==> src/rtl/avalon_st_mult_arbiter_if.sv <==
// avalon_st_mult_arbiter_if: Avalon-ST source/sink pair between the arbiter and the multiplier slave
// Source (arbiter -> slave): valid_out, startofpacket_out, endofpacket_out, data_out; ready_in back.
// Sink (slave -> arbiter): valid_in, startofpacket_in, endofpacket_in, data_in; ready_out back.
// Modports: master = arbiter side, slave = multiplier side.
interface avalon_st_mult_arbiter_if;
  logic       ready_in;
  logic       valid_out;
  logic       startofpacket_out;
  logic       endofpacket_out;
  logic [7:0] data_out;
  logic       valid_in;
  logic       startofpacket_in;
  logic       endofpacket_in;
  logic [7:0] data_in;
  logic       ready_out;
  modport master (
    input  ready_in, valid_in, startofpacket_in, endofpacket_in, data_in,
    output valid_out, startofpacket_out, endofpacket_out, data_out, ready_out
  );
  modport slave (
    output ready_in, valid_in, startofpacket_in, endofpacket_in, data_in,
    input  valid_out, startofpacket_out, endofpacket_out, data_out, ready_out
  );
endinterface

==> src/rtl/avalon_st_mult_arbiter.sv <==
// avalon_st_mult_arbiter: round-robin sharing of one Avalon-ST multiplier among NUM_REQ clients
// Clients: req/a_flat/b_flat in; grant (one-hot, whole transaction), done + res_valid pulse, res_out.
// Status: busy outside IDLE; err_out pulses on a result timeout when ARB_TIMEOUT_EN is defined.
// Stream: st (master modport) carries the operand source and the result sink.
// clk_in rising edge; rst asynchronous active-low.
module avalon_st_mult_arbiter #(
  parameter int NUM_REQ = 4,
  parameter int TIMEOUT = 255
) (
  input  logic                     clk_in,
  input  logic                     rst,
  input  logic [NUM_REQ-1:0]       req,
  input  logic [32*NUM_REQ-1:0]    a_flat,
  input  logic [32*NUM_REQ-1:0]    b_flat,
  output logic [NUM_REQ-1:0]       grant,
  output logic [NUM_REQ-1:0]       done,
  output logic [63:0]              res_out,
  output logic                     res_valid,
  output logic                     busy,
  output logic                     err_out,
  avalon_st_mult_arbiter_if.master st
);
  localparam int PW = $clog2(NUM_REQ);
  typedef enum logic [2:0] {IDLE, SEND_A, SEND_B, WAIT_RES, DONE} state_t;
  state_t state, state_nx;
  logic [PW-1:0] ptr, win;
  logic any_req, sending, src_acc, src_last, snk_acc, res_last, tmo, err_r;
  logic [31:0] a_lat, b_lat;
  logic [2:0] beat, cnt;
  logic [55:0] acc;
  logic [39:0] pkt;
  // Scan downwards so the nearest requester after the pointer is written last and wins.
  always_comb begin
    any_req = 1'b0;
    win = ptr;
    for (int k = NUM_REQ; k >= 1; k--)
      if (req[(int'(ptr) + k) % NUM_REQ]) begin
        any_req = 1'b1;
        win = PW'((int'(ptr) + k) % NUM_REQ);
      end
  end
  assign sending  = state == SEND_A || state == SEND_B;
  assign src_acc  = sending && st.ready_in;
  assign src_last = beat == 3'd4;
  assign snk_acc  = st.valid_in && st.ready_out;
  assign res_last = snk_acc && !st.startofpacket_in && cnt == 3'd7;
  // Header byte sits above the operand so beat n is simply byte 4-n of the packet.
  assign pkt = state == SEND_B ? {8'h02, b_lat} : {8'h01, a_lat};
  assign st.valid_out         = sending;
  assign st.startofpacket_out = sending && beat == 3'd0;
  assign st.endofpacket_out   = sending && src_last;
  assign st.data_out          = sending ? pkt[8*(4-int'(beat)) +: 8] : 8'h00;
  assign st.ready_out         = state == WAIT_RES;
  assign busy      = state != IDLE;
  assign res_valid = state == DONE && !err_r;
  assign err_out   = state == DONE && err_r;
  assign done      = state == DONE ? grant : '0;
`ifdef ARB_TIMEOUT_EN
  logic [31:0] tcnt;
  assign tmo = state == WAIT_RES && !snk_acc && tcnt == 32'(TIMEOUT - 1);
  always_ff @(posedge clk_in or negedge rst)
    if (!rst) tcnt <= '0;
    else tcnt <= state != WAIT_RES || snk_acc ? '0 : tcnt + 32'd1;
`else
  assign tmo = 1'b0;
`endif
  always_comb begin
    state_nx = state;
    case (state)
      IDLE:     state_nx = any_req ? SEND_A : IDLE;
      SEND_A:   state_nx = src_acc && src_last ? SEND_B : SEND_A;
      SEND_B:   state_nx = src_acc && src_last ? WAIT_RES : SEND_B;
      WAIT_RES: state_nx = res_last || tmo ? DONE : WAIT_RES;
      default:  state_nx = IDLE;
    endcase
  end
  always_ff @(posedge clk_in or negedge rst)
    if (!rst) state <= IDLE;
    else state <= state_nx;
  // Result bytes shift in MSB-first; the eighth byte completes res_out directly.
  always_ff @(posedge clk_in or negedge rst)
    if (!rst) begin
      ptr     <= PW'(NUM_REQ - 1);
      grant   <= '0;
      a_lat   <= '0;
      b_lat   <= '0;
      beat    <= '0;
      cnt     <= '0;
      acc     <= '0;
      res_out <= '0;
      err_r   <= 1'b0;
    end else begin
      if (state == IDLE && any_req) begin
        ptr   <= win;
        grant <= NUM_REQ'(1) << win;
        a_lat <= a_flat[32*win +: 32];
        b_lat <= b_flat[32*win +: 32];
        cnt   <= '0;
      end
      if (src_acc) beat <= src_last ? 3'd0 : beat + 3'd1;
      if (snk_acc) begin
        if (st.startofpacket_in) begin
          acc <= {48'd0, st.data_in};
          cnt <= 3'd1;
        end else if (cnt != 3'd0) begin
          acc <= {acc[47:0], st.data_in};
          cnt <= cnt + 3'd1;
        end
        if (st.endofpacket_in && !res_last) cnt <= 3'd0;
      end
      if (res_last) res_out <= {acc, st.data_in};
      if (state == WAIT_RES) err_r <= tmo;
      if (state == DONE) grant <= '0;
    end
endmodule

==> src/flat_wrapper.sv <==
// flat-port wrapper written by rule: the top's interface ports become plain ports
module avalon_st_mult_arbiter_flat 
#(
  parameter int NUM_REQ = 4,
  parameter int TIMEOUT = 255
)
  (clk_in, rst, req, a_flat, b_flat, grant, done, res_out, res_valid, busy, err_out, st_ready_in, st_valid_in, st_startofpacket_in, st_endofpacket_in, st_data_in, st_valid_out, st_startofpacket_out, st_endofpacket_out, st_data_out, st_ready_out);
  avalon_st_mult_arbiter_if st_i ();
  input  logic clk_in;
  input  logic rst;
  input  logic [NUM_REQ-1:0] req;
  input  logic [32*NUM_REQ-1:0] a_flat;
  input  logic [32*NUM_REQ-1:0] b_flat;
  output logic [NUM_REQ-1:0] grant;
  output logic [NUM_REQ-1:0] done;
  output logic [63:0] res_out;
  output logic res_valid;
  output logic busy;
  output logic err_out;
  input wire logic [$bits(st_i.ready_in)-1:0] st_ready_in;
  input wire logic [$bits(st_i.valid_in)-1:0] st_valid_in;
  input wire logic [$bits(st_i.startofpacket_in)-1:0] st_startofpacket_in;
  input wire logic [$bits(st_i.endofpacket_in)-1:0] st_endofpacket_in;
  input wire logic [$bits(st_i.data_in)-1:0] st_data_in;
  output wire logic [$bits(st_i.valid_out)-1:0] st_valid_out;
  output wire logic [$bits(st_i.startofpacket_out)-1:0] st_startofpacket_out;
  output wire logic [$bits(st_i.endofpacket_out)-1:0] st_endofpacket_out;
  output wire logic [$bits(st_i.data_out)-1:0] st_data_out;
  output wire logic [$bits(st_i.ready_out)-1:0] st_ready_out;
  assign st_i.ready_in = st_ready_in;
  assign st_i.valid_in = st_valid_in;
  assign st_i.startofpacket_in = st_startofpacket_in;
  assign st_i.endofpacket_in = st_endofpacket_in;
  assign st_i.data_in = st_data_in;
  assign st_valid_out = st_i.valid_out;
  assign st_startofpacket_out = st_i.startofpacket_out;
  assign st_endofpacket_out = st_i.endofpacket_out;
  assign st_data_out = st_i.data_out;
  assign st_ready_out = st_i.ready_out;
  avalon_st_mult_arbiter #(.NUM_REQ(NUM_REQ), .TIMEOUT(TIMEOUT)) u_core (.clk_in(clk_in), .rst(rst), .req(req), .a_flat(a_flat), .b_flat(b_flat), .grant(grant), .done(done), .res_out(res_out), .res_valid(res_valid), .busy(busy), .err_out(err_out), .st(st_i));
endmodule
==> config.mk <==
export PLATFORM = sky130hd
export DESIGN_NAME = avalon_st_mult_arbiter_flat
export DESIGN_NICKNAME = d
export VERILOG_FILES = /design/src/rtl/avalon_st_mult_arbiter_if.sv /design/src/rtl/avalon_st_mult_arbiter.sv /design/src/flat_wrapper.sv
export SDC_FILE = /design/constraint.sdc
export NUM_CORES = 1
export LEC_CHECK = 0
export CAP_MARGIN = 20
export CORE_AREA = 4 4 198 162
export CTS_CLUSTER_SIZE = 28
export DETAILED_ROUTE_END_ITERATION = 16
export DIE_AREA = 0 0 202 166
export PLACE_DENSITY = 0.62
export SLEW_MARGIN = 20
export SYNTH_ARGS = -nofsm -noshare
export SYNTH_HDL_FRONTEND = slang
export SYNTH_SLANG_ARGS = --single-unit
==> constraint.sdc <==
create_clock -name clk_in -period 6.77 [get_ports clk_in]
set_input_delay 0.677 -clock clk_in [delete_from_list [all_inputs] [get_ports clk_in]]
set_output_delay 0.677 -clock clk_in [all_outputs]
set_load 0.01 [all_outputs]
# Word level (Yosys, flattened, before mapping)
# Cells that the tools add are included.
# totals
register_bits,199
input_bits,274
out_inout_bits,87
word_cells,95
# op_classes
n_addsub,7
magnitude_cmp,4
n_eq_ne,6
n_shift,4
muxes,38
bitwise_logic,4
n_reduce_logical,23
# op_table
op,n
$shiftx 128x8->32,2
$mux 56,2
$shiftx 40x32->8,1
$mux 34,1
$mux 3,7
$lt 3x4->1 const B,4
$mux 1,14
$mux 4,3
$pmux 3 s4,1
$mux 2,5
$eq 3x3->1 const B,3
$logic_and 1x1->1,9
$bmux 1 s2,4
$mux 8,1
$reduce_or 2->1,4
$add 3x1->3 const B,2
$eq 3x2->1 const B,2
$logic_not 3->1,2
$reduce_bool 3->1,2
$add 2x1->2 const B,2
$add 2x2->2 const B,2
$and 1x1->1 const A,4
$reduce_bool 2->1,2
$shl 1x2->4 const A,1
other kinds (5),6

# Longest topological paths before layout
# Gate-level depths: netlist of run 1.
# depth
ltp_word,16
ltp_mapped,9
ltp_nobuf,7

# Worst setup path after synthesis of run 1
# OpenSTA, ideal clock, no wires.
# synth_path
path_type,flip-flop to output port
from,register u_core.beat[0]
to,output st_data_out[0]
t_arrival_ps,2029
required_ps,6093
slack_ps,4064
stages_incl_launch_ff,10
path_buffers,3
path_cell_list,dfrtp_1 -> buf_2 -> inv_1 -> clkbuf_1 -> ha_1 -> clkbuf_1 -> nor2_1 -> a21boi_0 -> and4_1 -> a31o_1
# synth_between
elab_chain_len,3
# synth_rtl
element,line_no,rtl
from (decl),avalon_st_mult_arbiter.sv:29,"logic [2:0] beat, cnt;"
from (signal assigned),avalon_st_mult_arbiter.sv:100,if (src_acc) beat <= src_last ? 3'd0 : beat + 3'd1;
$sub 3x3->4,avalon_st_mult_arbiter.sv:52,assign st.data_out = sending ? pkt[8*(4-int'(beat)) +: 8] : 8'h00;
$shiftx 40x32->8,avalon_st_mult_arbiter.sv:52,
$mux 8,avalon_st_mult_arbiter.sv:52,
to (decl),flat_wrapper.sv:28,output wire logic [$bits(st_i.data_out)-1:0] st_data_out;
# Every way passes these cells.

# Final worst setup path of run 1
# layout_path
from,register u_core.beat[0]
to,output st_data_out[4]
# Same word-level chain as after synthesis.

==> impl_metrics.yaml, run 1 <==
timing:
  fmax_mhz: 234.6
  rsz0062_at_grt: "no"
  timing.final.ws_setup_ns: 2.507
  drv_slew: 0
  slew_headroom_pct: 37.10
  finClkSkew_ns: 0.01481
  layout_min_cycle_time_ns: 4.263
  period_share_pct: 62.97
  final_hold_viol_count: 0
  max_slew.worst_pin.slew_ns: 0.9435
  tns_ns: 0
  setup_viol: 0
detailed_routing:
  met3_length_mm: 2.008
  drcViolationCount: 0
  dr_wl_met2_mm: 15.45
  post_drt_wl_per_cell_um: 19.44
  first_iter_violations: 523
  vias_per_cell: 4.952
  totalWireLength_mm: 33.26
  final_antenna_net_count: 0
  drt_pass1_iterations: 6
  wl_met1_mm: 15.40
  vias: 8473
  top_layer_used: "met4"
synth:
  synth.most_common_cell: "dfrtp_1"
  synth_nets: 1256
  synth_seq_cells: 199
  synth_cell_types: 59
  yosys_warnings: 0
  synth_area_per_cell_um2: 10.69
  ys.flop_type: "dfrtp_1"
  synth_area_leader_cell: "dfrtp_1"
  synth_edf_count: 0
  synth.area.top_cells: "dfrtp_1, mux2_2, a211oi_1, mux2_1, nor2b_1"
  ys_seq_area_share_pct: 47.80
  synth_top_area_share_pct: 47.29
  synthCells: 975
  synth_common_cells: "dfrtp_1, mux2_2, nand2_1, nor2_1"
  syn_area_um2: 10420
  async_reset_ff_share_pct: 100.0
grt:
  grt_max_degree: 145
  grt_usage_pct: 19.34
  antenna_found_initial: 2
  grt_pass1_vias: 8383
  grt_pass1_wl_mm: 50.82
  grt-ovfl-total: 0
worst_setup_path:
  start_kind: "flop"
  endpoint: "st_data_out[4]"
  reg2reg_depth: 5
  r2r_slack_ns: 4.04
  cp_max_fo: 20
  crit_arrival_ns: 3.59
  worstReg2RegStart: "u_core.state[2]$_DFF_PN0_"
  regToRegEndpoint: "u_core.b_lat[20]$_DFFE_PN0P_"
  critPathLaunch: "u_core.beat[0]$_DFFE_PN0P_"
  cp.required_ns: 6.09
  endpoint_kind: "primary output"
  critPathKind: "flop to primary output"
floorplan:
  die_area_um2: 33530
  core_um2: 30030
  die_w_um: 202
  io_pins: 361
  dieHeight_um: 166
  rows: 57
  start_util_pct: 34.72
final_layout:
  n_fill_cell: 2769
  nNetsFinal: 1565
  area_growth_pct: 41.77
  finalNonFillerCells: 1711
  stdcell_area_um2: 14780
  final_layout_size_suffix_gt1_share_pct: 12.73
power:
  switching_share_pct: 37.45
  vdd_drop_max_uv: 209.8
  internal-power_mw: 2.854
  power_frac_clock_pct: 21.4
  p_seq_share_pct: 41.0
  combPwrFrac_pct: 37.6
  power.net_switching_mw: 1.708
  p_leak_nw: 6.030
  powerDensity_nw_per_um2: 308.7
min_path:
  hold_path.class: "input port to asynchronous set/reset pin"
clocking:
  clkTransAtPathRegs_ns: 0.08
  cts.htree.levels: 4
  cts_buffers: 17
  root_buffer: "clkbuf_16"
  holdBufCountCts: 0
  cts_sinks: 199
  cts.path.max_buffers: 2
  cts_setup_buffers: 0
  cts.repair.resized: 0
  clkLatencyLatePin_ns: 0.43
  cts_tree: "done"
placed_design:
  dp_cells: 1677
  numPortBuffers: 359
  hpwlAfterDp_mm: 25.01
  place_area_um2: 14180
  gp_congestion: 0.8567
  place_ws_ns: 3.001
outcome:
  status: "complete, no violations"
run:
  maxCapViolCount: 0
## power groups by stage
stage / logic (mW) / registers [mW] / clock network (mW)
floorplan: 1.30 / 1.67 / 0
finish: 1.71 / 1.87 / 0.977
detailed placement: 1.71 / 1.88 / 0
CTS: 1.71 / 1.86 / 1.02
global route: 1.90 / 1.91 / 1.06
global placement: 1.68 / 1.87 / 0
## registers in the layout, indices dropped and copies added, names as in the netlist
register,flops
u_core.a_lat,32
u_core.acc,56
u_core.b_lat,32
u_core.beat,3
u_core.cnt,3
u_core.grant,4
u_core.ptr,2
u_core.res_out,64
u_core.state,3
## final cells by class
type / instances / area, um2 / share of cell area (%)
Antenna cell: 2 / 5.005 / 0.03387
Clock buffer: 17 / 425.4 / 2.879
Clock inverter: 14 / 143.9 / 0.9737
Inverter: 9 / 33.78 / 0.2286
Multi-Input combinational cell: 686 / 4960 / 33.56
Sequential cell: 199 / 4982 / 33.71
Tap cell: 413 / 516.7 / 3.497
Timing Repair Buffer: 371 / 3711 / 25.11
## critical path, stage by stage, from the launching register on
cell             delay, ns
dfrtp_1               0.75
inv_1                 0.42
ha_1                  0.35
ha_1                  0.31
and3_1                0.22
nand2_1               0.18
o22ai_1               0.30
clkdlybuf4s50_1       0.61
## layout by cell type, fill, tap and decap left out, types with 17 or more instances in the layout
master	n
nand2b_1	53
mux2_2	99
o21ai_0	56
mux2_1	40
clkbuf_16	17
a211oi_1	64
a221o_1	24
dfrtp_1	197
nor2b_1	64
nand2_1	72
clkdlybuf4s50_1	358
o22ai_1	61
nor2_1	68
## worst min-delay path by stage
stage	from	end
2_1_floorplan	rst	u_core.a_lat[0]$_DFFE_PN0P_
3_3_place_gp	u_core.acc[54]$_DFFE_PN0P_	u_core.acc[54]$_DFFE_PN0P_
3_5_place_dp	u_core.acc[49]$_DFFE_PN0P_	u_core.acc[49]$_DFFE_PN0P_
4_1_cts	rst	u_core.res_out[0]$_DFFE_PN0P_
5_1_grt	rst	u_core.res_out[5]$_DFFE_PN0P_
6_report	rst	u_core.res_out[6]$_DFFE_PN0P_
## metal layers
metal,GRT usage (%),vias up
met5,0,-
met4,4.100,0
met1,27.61,4047
met3,4.569,21
met2,30.17,271
li1,-,4134
## per-stage QoR
stage	power, mW	hold slack, ns	utilization [%]
finish	4.562	0.2386	49.22
global route	4.870	0.2766	49.22
CTS	4.589	0.2561	49.14
detailed placement	3.584	0.4675	47.24
global placement	3.556	0.4613	47.24
floorplan	2.972	0.3814	-
## kinds of logic (layout without fill, tap and decap cells)
logic type,Yosys count,after routing,share of synthesized area (%)
fa+ha+maj,7,7,0.8402
compound gates,245,245,16.76
mux,142,142,15.30
flops,199,199,47.80
buf+inv,90,411,4.813
other cells,1,3,0.03598
xor+xnor,1,1,0.08404
simple gates,290,290,14.37
No activity file was read; power rests on OpenSTA's default activity.
==> run 2, diff against run 1 <==
==> constraint.sdc (replaced) <==
create_clock -name clk_in -period 4.3 [get_ports clk_in]
set_input_delay 0.43 -clock clk_in [delete_from_list [all_inputs] [get_ports clk_in]]
set_output_delay 0.43 -clock clk_in [all_outputs]
set_load 0.01 [all_outputs]
==> run 2 against run 1 <==
Sequential cell count unchanged. Core utilization grew 0.36 points. Cell area is 0.74% higher. Combinational power up 58%. Hold slack gained 0.21 ns. Global-route usage up 0.25 points. Die area is the same. Clock power is 71% higher. First-iteration DRC count shrank 2.9%.
==> impl_metrics.yaml, run 2 (synthesized netlist as in run 1, its figures left out) <==
clocking:
  root_buffer: "clkbuf_16"
  cts_sinks: 199
  cts.htree.levels: 4
  clkLatencyLatePin_ns: 0.44
  cts_buffers: 17
  clkTransAtPathRegs_ns: 0.07
  cts_setup_buffers: 0
  cts_tree: "done"
  cts.path.max_buffers: 2
grt:
  grt_pass1_vias: 8551
  grt_pass1_wl_mm: 51.59
  antenna_found_initial: 1
  grt-ovfl-total: 0
  grt_usage_pct: 19.59
  grt_max_degree: 128
floorplan:
  start_util_pct: 34.72
  die_area_um2: 33530
  dieHeight_um: 166
  core_um2: 30030
  die_w_um: 202
  io_pins: 361
  rows: 57
timing:
  slew_headroom_pct: 37.80
  drv_slew: 0
  finClkSkew_ns: 0.009741
  final_hold_viol_count: 0
  rsz0062_at_grt: "no"
  max_slew.worst_pin.slew_ns: 0.9295
  setup_viol: 0
  tns_ns: 0
  fmax_mhz: 263.8
  layout_min_cycle_time_ns: 3.791
  period_share_pct: 88.17
detailed_routing:
  drcViolationCount: 0
  vias: 8561
  post_drt_wl_per_cell_um: 19.71
  drt_pass1_iterations: 5
  vias_per_cell: 4.992
  final_antenna_net_count: 0
  totalWireLength_mm: 33.81
  first_iter_violations: 508
final_layout:
  regMostFlops: "u_core.res_out"
  stdcell_area_um2: 14890
  area_growth_pct: 42.82
  reg_top3: "u_core.res_out x64, u_core.acc x56"
  final_layout_size_suffix_gt1_share_pct: 13.07
  finalNonFillerCells: 1715
  nNetsFinal: 1569
  mostFrequentLayoutCells: "clkdlybuf4s50_1, dfrtp_1, mux2_2, nand2_1, nor2_1"
  largest_reg_flops: 64
  final_common_cell: "clkdlybuf4s50_1"
placed_design:
  gp_congestion: 0.9051
  hpwlAfterDp_mm: 25.38
  numPortBuffers: 359
  place_area_um2: 14230
  dp_cells: 1680
power:
  internal-power_mw: 4.636
  p_seq_share_pct: 40.3
  powerDensity_nw_per_um2: 492.1
  vdd_drop_max_uv: 304.5
  combPwrFrac_pct: 36.9
  switching_share_pct: 36.73
  p_leak_nw: 6.078
  finalPower_mw: 7.326
  power.net_switching_mw: 2.691
  power_frac_clock_pct: 22.8
worst_setup_path:
  endpoint_kind: "primary output"
  crit_arrival_ns: 3.36
  start_kind: "flop"
  critPathKind: "flop to primary output"
  cp.required_ns: 3.87
  cp_max_fo: 20
run:
  maxCapViolCount: 0
min_path:
  hold_path.class: "input port to asynchronous set/reset pin"
outcome:
  status: "complete, no violations"
## run 2: worst paths after layout
kind | from | endpoint | slack (ns) | cells after the start
worst max-delay path | u_core.beat[0]$_DFFE_PN0P_ | st_data_out[0] | 0.51 | 7
worst min-delay path | rst | u_core.res_out[0]$_DFFE_PN0P_ | 0.44 | 2
worst max register to register | u_core.ptr[1]$_DFFE_PN1P_ | u_core.b_lat[13]$_DFFE_PN0P_ | 1.55 | 6
worst min register to register | u_core.acc[50]$_DFFE_PN0P_ | u_core.acc[50]$_DFFE_PN0P_ | 0.48 | 2
max in group asynchronous | rst | u_core.beat[0]$_DFFE_PN0P_ | 3.07 | 3
min in group clk_in | u_core.acc[50]$_DFFE_PN0P_ | u_core.acc[50]$_DFFE_PN0P_ | 0.48 | 2
## run 2: what timing repair did
item	CTS	global route
resized for setup	0	1
hold buffers	0	1
endpoints found under the setup margin	0	3
endpoints found under the hold margin	0	33
## run 2: worst max-delay path, cell delays in order (launching register included)
cell and delay, ns:
dfrtp_2 0.60, inv_1 0.33, ha_1 0.61, mux2_2 0.38, a32oi_1 0.16, a21oi_1 0.10
a31o_1 0.23, clkdlybuf4s50_1 0.51
## run 2: power by group through the flow
stage	sequential, mW	combinational (mW)	clock, mW
detailed placement	2.96	2.71	0
CTS	2.93	2.72	1.73
global placement	2.96	2.66	0
finish	2.95	2.70	1.67
floorplan	2.63	2.05	0
global route	3.00	3.00	1.80
## run 2: metrics by stage
stage	hold slack, ns	util, %	setup WS (ns)
final	0.4441	49.58	0.5086
after global routing	0.4458	49.58	0.2967
after CTS	0.2052	49.44	0.2172
after detailed placement	0.4668	47.40	0.7087
after global placement	0.4628	47.40	0.8495
after floorplan	0.1344	-	1.841
## run 2: cell type report
type                            instances  area (um2)
Timing Repair Buffer                  375        3779
Clock inverter                         13       158.9
Inverter                                9       33.78
Fill cell                            2783       15140
Sequential cell                       199        4984
Multi-Input combinational cell        686        4960
Clock buffer                           19       452.9
Antenna cell                            1       2.502
Tap cell                              413       516.7
## run 2: per-layer routing
layer	track usage [%]	vias up	part of all wire, %
li1	-	4162	-
met1	28.30	4130	47
met2	30.17	237	46
met3	4.217	32	5.8
met4	4.813	0	1.7
met5	0	-	0
==> run 3, diff against run 2 <==
==> constraint.sdc (replaced) <==
create_clock -name clk_in -period 4.3 [get_ports clk_in]
set_input_delay 0.645 -clock clk_in [delete_from_list [all_inputs] [get_ports clk_in]]
set_output_delay 0.645 -clock clk_in [all_outputs]
set_load 0.01 [all_outputs]
==> run 3 against run 2 <==
Die area did not move. Via count increased by 0.53%. Largest power group unchanged. Register-to-register slack better by 0.11 ns. Critical endpoint is now st_data_out[4]. Core utilization rose by 0.054 points. Total power rose by 0.61%. Critical path depth did not move. Clock-buffer cell count rose by 1. First-iteration DRC count fell by 8.9%. Sequential share of layout area is essentially flat. Setup slack worse by 0.16 ns.
==> impl_metrics.yaml, run 3 (synthesized netlist as in run 1, its figures left out) <==
outcome:
  status: "complete, no violations"
grt:
  grt_max_degree: 123
  grt-ovfl-total: 0
  grt_usage_pct: 19.53
  antenna_found_initial: 3
  grt_pass1_wl_mm: 51.38
  grt_pass1_vias: 8542
timing:
  tns_ns: 0
  fmax_mhz: 253.4
  rsz0062_at_grt: "no"
  timing.final.ws_setup_ns: 0.3535
  drv_slew: 0
  whs_ns: 0.3045
  max_slew.worst_pin.slew_ns: 0.9169
  layout_min_cycle_time_ns: 3.946
  period_share_pct: 91.78
  slew_headroom_pct: 38.88
  final_hold_viol_count: 0
  finClkSkew_ns: 0.01444
  setup_viol: 0
run:
  maxCapViolCount: 0
final_layout:
  regMostFlops: "u_core.res_out"
  largest_reg_flops: 64
  final_layout_size_suffix_gt1_share_pct: 13.25
  area_growth_pct: 42.97
  mostFrequentLayoutCells: "clkdlybuf4s50_1, dfrtp_1, mux2_2, nand2_1, nor2_1"
  reg_top3: "u_core.res_out x64, u_core.acc x56"
  final_common_cell: "clkdlybuf4s50_1"
  nNetsFinal: 1574
clocking:
  clkTransAtPathRegs_ns: 0.07
  cts_tree: "done"
  holdBufCountCts: 0
  cts_sinks: 199
  clkLatencyLatePin_ns: 0.43
  cts_setup_buffers: 0
  cts.path.max_buffers: 2
  root_buffer: "clkbuf_16"
  cts.repair.resized: 0
  cts_buffers: 17
  cts.htree.levels: 4
worst_setup_path:
  critPathMaxStageDelay_ns: 0.63
  cp.required_ns: 3.65
  cp_top_family: "compound AO/OA/AOI/OAI gates"
  endpoint_kind: "primary output"
  r2r_slack_ns: 1.66
  cp.buffers_inverters: 2
  worstPathCellList: "o21ai_1, o31a_1, buf_4, a221o_1, nand2_1, o22ai_1, clkdlybuf4s50_1"
  start_kind: "flop"
  critPathKind: "flop to primary output"
  cp_max_fo: 20
  crit_arrival_ns: 3.30
  slowest_stage: "clkdlybuf4s50_1"
floorplan:
  die_area_um2: 33530
  start_util_pct: 34.72
  core_um2: 30030
  die_w_um: 202
  dieHeight_um: 166
  io_pins: 361
  rows: 57
placed_design:
  gp_congestion: 0.8437
  numPortBuffers: 359
  hpwlAfterDp_mm: 25.44
  place_ws_ns: 0.8229
power:
  p_leak_nw: 6.087
  powerDensity_nw_per_um2: 494.6
  finalPower_mw: 7.371
  vdd_drop_max_uv: 345.8
detailed_routing:
  post_drt_wl_per_cell_um: 19.64
  drt_pass1_iterations: 5
  totalWireLength_mm: 33.82
  first_iter_violations: 463
  vias_per_cell: 4.998
  final_antenna_net_count: 0
  vias: 8606
  drcViolationCount: 0
min_path:
  hold_path.class: "input port to asynchronous set/reset pin"
## run 3: cell count changes in the layout (fill, tap and decap cells not counted), sizes merged
cell | before | now
buf | 16 | 21
clkinv | 4 | 1
clkbuf | 19 | 21
clkinvlp | 1 | 3
diode | 1 | 3
bufinv | 2 | 3
dlygate4sd3 | 1 | 0
inv | 15 | 14
## run 3: layer usage
metal  part of all wire [%]  global-route usage [%]
met5                      0                       0
met4                    1.2                   4.278
met1                     46                   27.66
met3                    5.5                   4.354
met2                     47                   30.84
## run 3: layout make-up
type / instances / area [um2]
Antenna cell: 3 / 7.507
Clock buffer: 20 / 446.7
Clock inverter: 12 / 163.9
Fill cell: 2772 / 15120
Inverter: 9 / 33.78
Multi-Input combinational cell: 686 / 4960
Sequential cell: 199 / 4982
Tap cell: 413 / 516.7
Timing Repair Buffer: 380 / 3792
## run 3: worst reg2reg max path, cell delays in order (launching register included)
cell and delay, ns:
dfstp_2 0.60, mux2i_1 0.10, a221oi_2 0.53, nand2b_2 0.75, buf_4 0.36, a211oi_1 0.07
nor2_1 0.15
## run 3: path summary, 6_finish.rpt
kind / startpoint / end / depth (start not counted)
max: u_core.beat[0]$_DFFE_PN0P_ / st_data_out[4] / 7
min reg2reg: u_core.acc[51]$_DFFE_PN0P_ / u_core.acc[51]$_DFFE_PN0P_ / 2
min in group clk_in: u_core.acc[51]$_DFFE_PN0P_ / u_core.acc[51]$_DFFE_PN0P_ / 2
max reg2reg: u_core.ptr[1]$_DFFE_PN1P_ / u_core.b_lat[5]$_DFFE_PN0P_ / 6
max in group asynchronous: rst / u_core.acc[37]$_DFFE_PN0P_ / 2
min: rst / u_core.res_out[5]$_DFFE_PN0P_ / 1
## run 3: report_power, final
group / switching [mW] / internal (mW) / leakage [nW] / total (mW)
Clock: 0.744 / 0.944 / 0.290 / 1.69
Sequential: 0.581 / 2.37 / 2.53 / 2.95
Combinational: 1.35 / 1.38 / 3.26 / 2.73
## run 3: per-stage QoR
step                util, %  instance area (um2)  cells
CTS                   49.61                14900   1719
global route          49.64                14900   1722
global placement      47.58                14290   1687
detailed placement    47.58                14290   1687
floorplan                 -                10420    975
finish                49.64                14900   1722
